**config.mk**
```make
export PLATFORM = sky130hd
export DESIGN_NAME = tlul_rot_host_adapter_flat
export DESIGN_NICKNAME = d
export VERILOG_FILES = /design/src/rtl/tlul_rot_host_adapter.sv /design/src/rtl/tlul_rot_host_adapter_if.sv /design/src/flat_wrapper.sv
export SDC_FILE = /design/constraint.sdc
export NUM_CORES = 1
export LEC_CHECK = 0
export ABC_AREA = 0
export CAP_MARGIN = 20
export CORE_MARGIN = 2
export CORE_UTILIZATION = 34
export CTS_CLUSTER_DIAMETER = 150
export CTS_CLUSTER_SIZE = 40
export DETAILED_ROUTE_END_ITERATION = 10
export PLACE_DENSITY_LB_ADDON = 0.12
export REMOVE_ABC_BUFFERS = 1
export SLEW_MARGIN = 20
export SYNTH_ARGS = -nofsm -noshare
export SYNTH_HDL_FRONTEND = slang
export SYNTH_SLANG_ARGS = --single-unit
```
**constraint.sdc**
```tcl
create_clock -name clk_i -period 8.28 [get_ports clk_i]
set_input_delay 0.828 -clock clk_i [delete_from_list [all_inputs] [get_ports clk_i]]
set_output_delay 0.828 -clock clk_i [all_outputs]
set_load 0.05 [all_outputs]
```
**src/rtl/tlul_rot_host_adapter.sv**
```systemverilog
// TL-UL types shared by the adapter and its environment.
package tlul_pkg;
  localparam logic [2:0] PutFullData    = 3'h0;
  localparam logic [2:0] PutPartialData = 3'h1;
  localparam logic [2:0] Get            = 3'h4;
  localparam logic [2:0] AccessAck      = 3'h0;
  localparam logic [2:0] AccessAckData  = 3'h1;

  typedef struct packed {
    logic        a_valid;
    logic [2:0]  a_opcode;
    logic [2:0]  a_param;
    logic [1:0]  a_size;
    logic [7:0]  a_source;
    logic [31:0] a_address;
    logic [3:0]  a_mask;
    logic [31:0] a_data;
    logic        d_ready;
  } tl_h2d_t;

  typedef struct packed {
    logic        d_valid;
    logic [2:0]  d_opcode;
    logic [2:0]  d_param;
    logic [1:0]  d_size;
    logic [7:0]  d_source;
    logic        d_sink;
    logic [31:0] d_data;
    logic        d_error;
    logic        a_ready;
  } tl_d2h_t;
endpackage

// TL-UL host adapter in front of the TLROT device port.
// Turns req/gnt register accesses into single-beat A-channel Get/PutFullData/PutPartialData
// and returns D-channel acks as rvalid/rdata/err pulses. Tracks in-flight sources with a
// credit limit, fails the oldest request on a response timeout and rejects misaligned
// addresses locally without touching the bus.
// Ports:
//   clk_i, rst_ni : clock, asynchronous active-low reset
//   core          : requester-side interface (slave modport)
//   tl_o, tl_i    : TL-UL host-to-device / device-to-host
module tlul_rot_host_adapter
  import tlul_pkg::*;
#(
  parameter int unsigned MAX_OUTSTANDING = 2,
  parameter int unsigned TIMEOUT_CYCLES  = 1024,
  parameter logic [31:0] BASE_ADDR       = 32'h3b00_0000
) (
  input  logic                    clk_i,
  input  logic                    rst_ni,
  tlul_rot_host_adapter_if.slave  core,
  output tl_h2d_t                 tl_o,
  input  tl_d2h_t                 tl_i
);

  localparam int unsigned IdxW    = (MAX_OUTSTANDING > 1) ? $clog2(MAX_OUTSTANDING) : 1;
  localparam int unsigned TmoW    = $clog2(TIMEOUT_CYCLES) + 1;
  localparam logic [2:0]  MaxCnt  = 3'(MAX_OUTSTANDING);
  localparam logic [TmoW-1:0] TmoLast = TmoW'(TIMEOUT_CYCLES - 1);
  localparam logic [IdxW-1:0] LastIdx = IdxW'(MAX_OUTSTANDING - 1);
  localparam logic [IdxW:0]   NumSrc  = (IdxW + 1)'(MAX_OUTSTANDING);

  logic [2:0]                 count_q, count_d;
  logic [MAX_OUTSTANDING-1:0] inflight_q, inflight_d;
  logic [MAX_OUTSTANDING-1:0] is_write_q, is_write_d;
  logic [TmoW-1:0]            tmo_q, tmo_d;
  logic [IdxW-1:0]            next_src_q, next_src_d;
  logic                       rvalid_q, rvalid_d;
  logic                       err_q, err_d;
  logic [31:0]                rdata_q, rdata_d;
  logic                       busy_q, busy_d;

  logic            misaligned;
  logic            a_valid;
  logic            a_fire;
  logic            local_gnt;
  logic            d_src_ok;
  logic [IdxW-1:0] d_idx;
  logic            d_retire;
  logic            d_op_bad;
  logic            d_err;
  logic            tmo_fire;
  logic            retire;
  logic            oldest_found;
  logic [IdxW-1:0] oldest_idx;
  logic [IdxW:0]   probe;

  // Fields that carry no information for this host.
  logic unused_tl;
  assign unused_tl = ^{tl_i.d_param, tl_i.d_size, tl_i.d_sink, BASE_ADDR};

  assign misaligned = core.addr[1:0] != 2'b00;

  assign d_src_ok = tl_i.d_source < 8'(MAX_OUTSTANDING);
  assign d_idx    = tl_i.d_source[IdxW-1:0];
  // Beats for sources not in flight (late after timeout, stray, or after reset) are dropped.
  assign d_retire = tl_i.d_valid & d_src_ok & inflight_q[d_idx];
  assign d_op_bad = is_write_q[d_idx] ? (tl_i.d_opcode != AccessAck)
                                      : (tl_i.d_opcode != AccessAckData);
  assign d_err    = tl_i.d_error | d_op_bad;

  // Sources are handed out cyclically from next_src, so scanning upward from next_src
  // visits in-flight sources in issue order; the first hit is the oldest.
  always_comb begin
    oldest_found = 1'b0;
    oldest_idx   = '0;
    probe        = '0;
    for (int unsigned k = 0; k < MAX_OUTSTANDING; k++) begin
      probe = {1'b0, next_src_q} + (IdxW + 1)'(k);
      if (probe >= NumSrc) probe = probe - NumSrc;
      if (!oldest_found && inflight_q[probe[IdxW-1:0]]) begin
        oldest_found = 1'b1;
        oldest_idx   = probe[IdxW-1:0];
      end
    end
  end

  // Any D beat, even a dropped one, counts as bus activity and holds off the timeout.
  assign tmo_fire = (count_q != 3'd0) & ~tl_i.d_valid & (tmo_q == TmoLast) & oldest_found;
  assign retire   = d_retire | tmo_fire;

  assign a_valid   = core.req & ~misaligned & (count_q < MaxCnt) & ~inflight_q[next_src_q];
  assign a_fire    = a_valid & tl_i.a_ready;
  // The response register is shared, so a local error waits while a bus retire uses it.
  assign local_gnt = core.req & misaligned & ~retire;

  assign core.gnt    = a_fire | local_gnt;
  assign core.rvalid = rvalid_q;
  assign core.rdata  = rdata_q;
  assign core.err    = err_q;
  assign core.busy   = busy_q;

  always_comb begin
    tl_o           = '0;
    tl_o.a_valid   = a_valid;
    tl_o.a_param   = 3'd0;
    tl_o.a_size    = 2'd2;
    tl_o.a_source  = 8'(next_src_q);
    tl_o.a_address = core.addr;
    tl_o.a_data    = core.wdata;
    tl_o.a_mask    = core.we ? core.be : 4'hF;
    tl_o.d_ready   = 1'b1;
    if (!core.we) begin
      tl_o.a_opcode = Get;
    end else if (core.be == 4'hF) begin
      tl_o.a_opcode = PutFullData;
    end else begin
      tl_o.a_opcode = PutPartialData;
    end
  end

  always_comb begin
    inflight_d = inflight_q;
    is_write_d = is_write_q;
    next_src_d = next_src_q;
    if (a_fire) begin
      inflight_d[next_src_q] = 1'b1;
      is_write_d[next_src_q] = core.we;
      next_src_d             = (next_src_q == LastIdx) ? '0 : next_src_q + 1'b1;
    end
    // The issuing source is never in flight, so these never collide with the set above.
    if (d_retire) begin
      inflight_d[d_idx] = 1'b0;
    end else if (tmo_fire) begin
      inflight_d[oldest_idx] = 1'b0;
    end

    count_d = count_q + {2'b00, a_fire} - {2'b00, retire};

    if (tl_i.d_valid || (count_q == 3'd0) || tmo_fire) begin
      tmo_d = '0;
    end else begin
      tmo_d = tmo_q + 1'b1;
    end

    rvalid_d = retire | local_gnt;
    err_d    = 1'b0;
    rdata_d  = '0;
    if (d_retire) begin
      err_d = d_err;
      if (!is_write_q[d_idx] && !d_err) rdata_d = tl_i.d_data;
    end else if (tmo_fire || local_gnt) begin
      err_d = 1'b1;
    end

    busy_d = count_d != 3'd0;
  end

  always_ff @(posedge clk_i or negedge rst_ni) begin
    if (!rst_ni) begin
      count_q    <= '0;
      inflight_q <= '0;
      is_write_q <= '0;
      tmo_q      <= '0;
      next_src_q <= '0;
      rvalid_q   <= 1'b0;
      err_q      <= 1'b0;
      rdata_q    <= '0;
      busy_q     <= 1'b0;
    end else begin
      count_q    <= count_d;
      inflight_q <= inflight_d;
      is_write_q <= is_write_d;
      tmo_q      <= tmo_d;
      next_src_q <= next_src_d;
      rvalid_q   <= rvalid_d;
      err_q      <= err_d;
      rdata_q    <= rdata_d;
      busy_q     <= busy_d;
    end
  end

endmodule

```
**src/rtl/tlul_rot_host_adapter_if.sv**
```systemverilog
// Core-side register-access interface of the TL-UL host adapter.
//   req/we/addr/wdata/be : access request, held by the requester until gnt
//   gnt                  : request accepted this cycle
//   rvalid/rdata/err     : one-cycle response pulse; rdata is 0 for writes and errors
//   busy                 : at least one request in flight
// The master modport is the requester (CSR shim or sequencer), slave is the adapter.
interface tlul_rot_host_adapter_if;
  logic        req;
  logic        gnt;
  logic        we;
  logic [31:0] addr;
  logic [31:0] wdata;
  logic [3:0]  be;
  logic        rvalid;
  logic [31:0] rdata;
  logic        err;
  logic        busy;

  modport master (
    output req, we, addr, wdata, be,
    input  gnt, rvalid, rdata, err, busy
  );

  modport slave (
    input  req, we, addr, wdata, be,
    output gnt, rvalid, rdata, err, busy
  );
endinterface

```
**src/flat_wrapper.sv**
```systemverilog
// flat-port wrapper written by rule: the top's interface ports become plain ports
module tlul_rot_host_adapter_flat import tlul_pkg::*;
#(
  parameter int unsigned MAX_OUTSTANDING = 2,
  parameter int unsigned TIMEOUT_CYCLES  = 1024,
  parameter logic [31:0] BASE_ADDR       = 32'h3b00_0000
)
  (clk_i, rst_ni, tl_o, tl_i, core_req, core_we, core_addr, core_wdata, core_be, core_gnt, core_rvalid, core_rdata, core_err, core_busy);
  tlul_rot_host_adapter_if core_i ();
  input  logic clk_i;
  input  logic rst_ni;
  output tl_h2d_t tl_o;
  input  tl_d2h_t tl_i;
  input wire logic [$bits(core_i.req)-1:0] core_req;
  input wire logic [$bits(core_i.we)-1:0] core_we;
  input wire logic [$bits(core_i.addr)-1:0] core_addr;
  input wire logic [$bits(core_i.wdata)-1:0] core_wdata;
  input wire logic [$bits(core_i.be)-1:0] core_be;
  output wire logic [$bits(core_i.gnt)-1:0] core_gnt;
  output wire logic [$bits(core_i.rvalid)-1:0] core_rvalid;
  output wire logic [$bits(core_i.rdata)-1:0] core_rdata;
  output wire logic [$bits(core_i.err)-1:0] core_err;
  output wire logic [$bits(core_i.busy)-1:0] core_busy;
  assign core_i.req = core_req;
  assign core_i.we = core_we;
  assign core_i.addr = core_addr;
  assign core_i.wdata = core_wdata;
  assign core_i.be = core_be;
  assign core_gnt = core_i.gnt;
  assign core_rvalid = core_i.rvalid;
  assign core_rdata = core_i.rdata;
  assign core_err = core_i.err;
  assign core_busy = core_i.busy;
  tlul_rot_host_adapter #(.MAX_OUTSTANDING(MAX_OUTSTANDING), .TIMEOUT_CYCLES(TIMEOUT_CYCLES), .BASE_ADDR(BASE_ADDR)) u_core (.clk_i(clk_i), .rst_ni(rst_ni), .core(core_i), .tl_o(tl_o), .tl_i(tl_i));
endmodule
```
==> flow_summary.json <==
{
  "status": "completed",
  "dp.cells": 400,
  "synth_edf_count": 0,
  "htree_levels": 2,
  "crit_slowest_cell": "clkdlybuf4s50_1",
  "reg2reg_depth": 10,
  "wl_per_cell_um": 28.0,
  "grt_pass1_wl_um": 14800,
  "max_freq_mhz": 251,
  "avgSynthCellArea_um2": 10.6,
  "finalWirelength_um": 11400,
  "crit_family": "buffers and inverters",
  "cts_buffers": 5,
  "grt_util_all_layers_pct": 25.4,
  "setup_viol": 0,
  "rsz0062_at_grt": "no",
  "drv_slew": 0,
  "pre_cts_slack_ns": 4.29,
  "coreArea_mm2": 0.00813,
  "yosys_warnings": 0,
  "stdcell_count": 408,
  "cp_max_fo": 6,
  "drive_gt1_share_pct": 4.29,
  "leakagePower_uw": 0.00156,
  "synth_cell_types": 38,
  "fin_nets": 431,
  "fp.dieArea_mm2": 0.00904,
  "finalCriticalPeriod_ns": 3.99,
  "drtIter0Drc": 91,
  "crit_type": "in -> out",
  "drc": 0,
  "p_sw_uw": 130,
  "first_global_vias": 1751,
  "via_count": 1884,
  "ir_drop_mv": 0.0591,
  "hold_buffers": 0,
  "ys_ff_latch": 54,
  "seq_power_share_pct": 54.8,
  "clk_latency_ns": 0.31,
  "dr.pass1.iters": 4,
  "path_clk_slew_ns": 0.10,
  "post-route-period-util_pct": 48.2,
  "cp_cell_sequence": "clkdlybuf4s50_1 -> or4_4 -> or3_1 -> inv_1 -> o31ai_1 -> clkdlybuf4s50_1",
  "synthFlopType": "dfrtp_1",
  "antennaDiodeCount": 0,
  "gr-total-overflow": 0,
  "synthArstFlopShare_pct": 100,
  "cts_max_path_buffers": 2,
  "post_cts_buffers": 0,
  "cts_tree": "done",
  "final.setup.tns_ns": 0,
  "netlist_area_mm2": 0.00282,
  "cts.sinks": 54,
  "pin_count": 246,
  "multi_input_area_um2": 831,
  "num_rows": 33,
  "worst-path-buf-inv": 3,
  "grt_max_degree": 55,
  "place_congestion": 0.886,
  "tightest_slew_ns": 0.701,
  "slowest_delay_ns": 0.73,
  "final_core_util_pct": 42.4,
  "layout_commonest_cell": "clkdlybuf4s50_1",
  "critPathArrivalTime_ns": 3.16,
  "dpl.hpwl_um": 10000,
  "hold_class": "reg -> reg",
  "cp-start-kind": "input port",
  "p_clk_share_pct": 30.8,
  "powerDensity_mw_per_mm2": 141,
  "crit_top_cell": "clkdlybuf4s50_1",
  "fin_worst_skew_ns": 0.00931,
  "p_int_uw": 357,
  "cts-root-buf": "clkbuf_8",
  "syn_to_final_growth_pct": 22.3,
  "layout_common_cells": "100 x clkdlybuf4s50_1, 54 x dfrtp_1, 33 x and2_1",
  "port_buffers": 101,
  "p_comb_share_pct": 14.4,
  "cap_violations": 0,
  "start_util_pct": 34.7,
  "hold_violations": 0,
  "cts_resized": 0,
  "regArea_mm2": 0.00135,
  "switching_share_pct": 26.7,
  "relSlewSlack_pct": 53.2,
  "seq_area_frac_synth_pct": 47.9,
  "cp.required_ns": 7.45,
  "holdPathStages": 1,
  "die_h_um": 95.1,
  "ant_nets": 0,
  "vias_per_cell": 4.62,
  "die_w_um": 95.1,
  "syn_inst": 266,
  "worstSetupEndpointType": "primary output",
  "cp.depth": 6,
  "fillCellCount": 799,
  "fin_ws_ns": 4.29,
  "antenna_found_initial": 0
}
[metal layers]
| metal | global-route usage (%) | up-vias | wire length (um) |
|---|---|---|---|
| li1 | - | 823 | - |
| met5 | 0 | - | 0 |
| met4 | 3.62 | 0 | 51 |
| met1 | 17.3 | 845 | 2520 |
| met2 | 41.6 | 212 | 5460 |
| met3 | 34.2 | 4 | 3390 |
[cell families after synthesis]
family	after synthesis	synth area share (%)
simple gates	84	17.1
other cells	2	0.266
fa+ha+maj	5	2.48
flops	54	47.9
compound gates	12	3.06
buf+inv	94	24.2
xor+xnor	11	3.42
mux	4	1.51
[registers in the layout, summed over array words and instances (netlist names)]
register,cells
u_core.is_write_q,2
u_core.core.err,1
u_core.inflight_q,2
u_core.next_src_q,1
u_core.count_q,3
u_core.core.rvalid,1
u_core.tmo_q,11
u_core.core.rdata,32
u_core.core.busy,1
[through the flow]
step / total power, uW / cell area [um2] / hold slack (ns)
CTS: 494 / 3450 / 0.509
floorplan: 300 / 2220 / 0.448
detailed placement: 342 / 3360 / 0.495
finish: 487 / 3450 / 0.514
global route: 509 / 3450 / 0.536
global placement: 342 / 3360 / 0.478
[power by group through the flow]
stage	clock network, uW	logic [uW]	registers, uW
floorplan	0	26.3	274
finish	150	70.0	267
global placement	0	70.5	272
CTS	156	70.7	267
detailed placement	0	70.5	272
global route	167	74.5	267
[path summary, 6_finish.rpt]
kind                                 start          endpoint  slack, ns
setup reg to reg           u_core.tmo_q[0]  u_core.core.busy       5.26
max in group asynchronous           rst_ni  u_core.core.busy       7.17
min in group asynchronous           rst_ni   u_core.tmo_q[9]       0.64
setup / recovery                  tl_i[42]          core_gnt       4.29
hold / removal             u_core.tmo_q[0]   u_core.tmo_q[0]       0.51
hold reg to reg            u_core.tmo_q[0]   u_core.tmo_q[0]       0.51
[synthesized netlist by cell type, types with 2 or more instances]
cell	count	area, um2
mux2_2	2	22.5
nand2_1	9	33.8
inv_1	9	33.8
conb_1	2	7.51
buf_6	4	45.0
and2_1	33	206
nand3_1	5	25.0
nor3_1	4	20.0
dfrtp_1	54	1350
ha_1	4	50.1
mux2i_1	2	20.0
nand2b_1	6	37.5
xor2_1	5	43.8
nand4_1	3	18.8
and3_1	2	12.5
nor2_1	12	45.0
or3_1	2	12.5
xnor2_1	6	52.6
buf_4	80	601
a31oi_1	4	25.0
[final cells by class]
cell class | count | share of cell area [%]
inverter | 9 | 0.979
tap | 105 | 3.81
clock inverter | 2 | 0.472
multi-input combinational | 130 | 24.1
sequential | 54 | 39.2
timing repair buffer | 102 | 29.4
clock buffer | 6 | 2.10
Power figures use the tool's default switching activity.
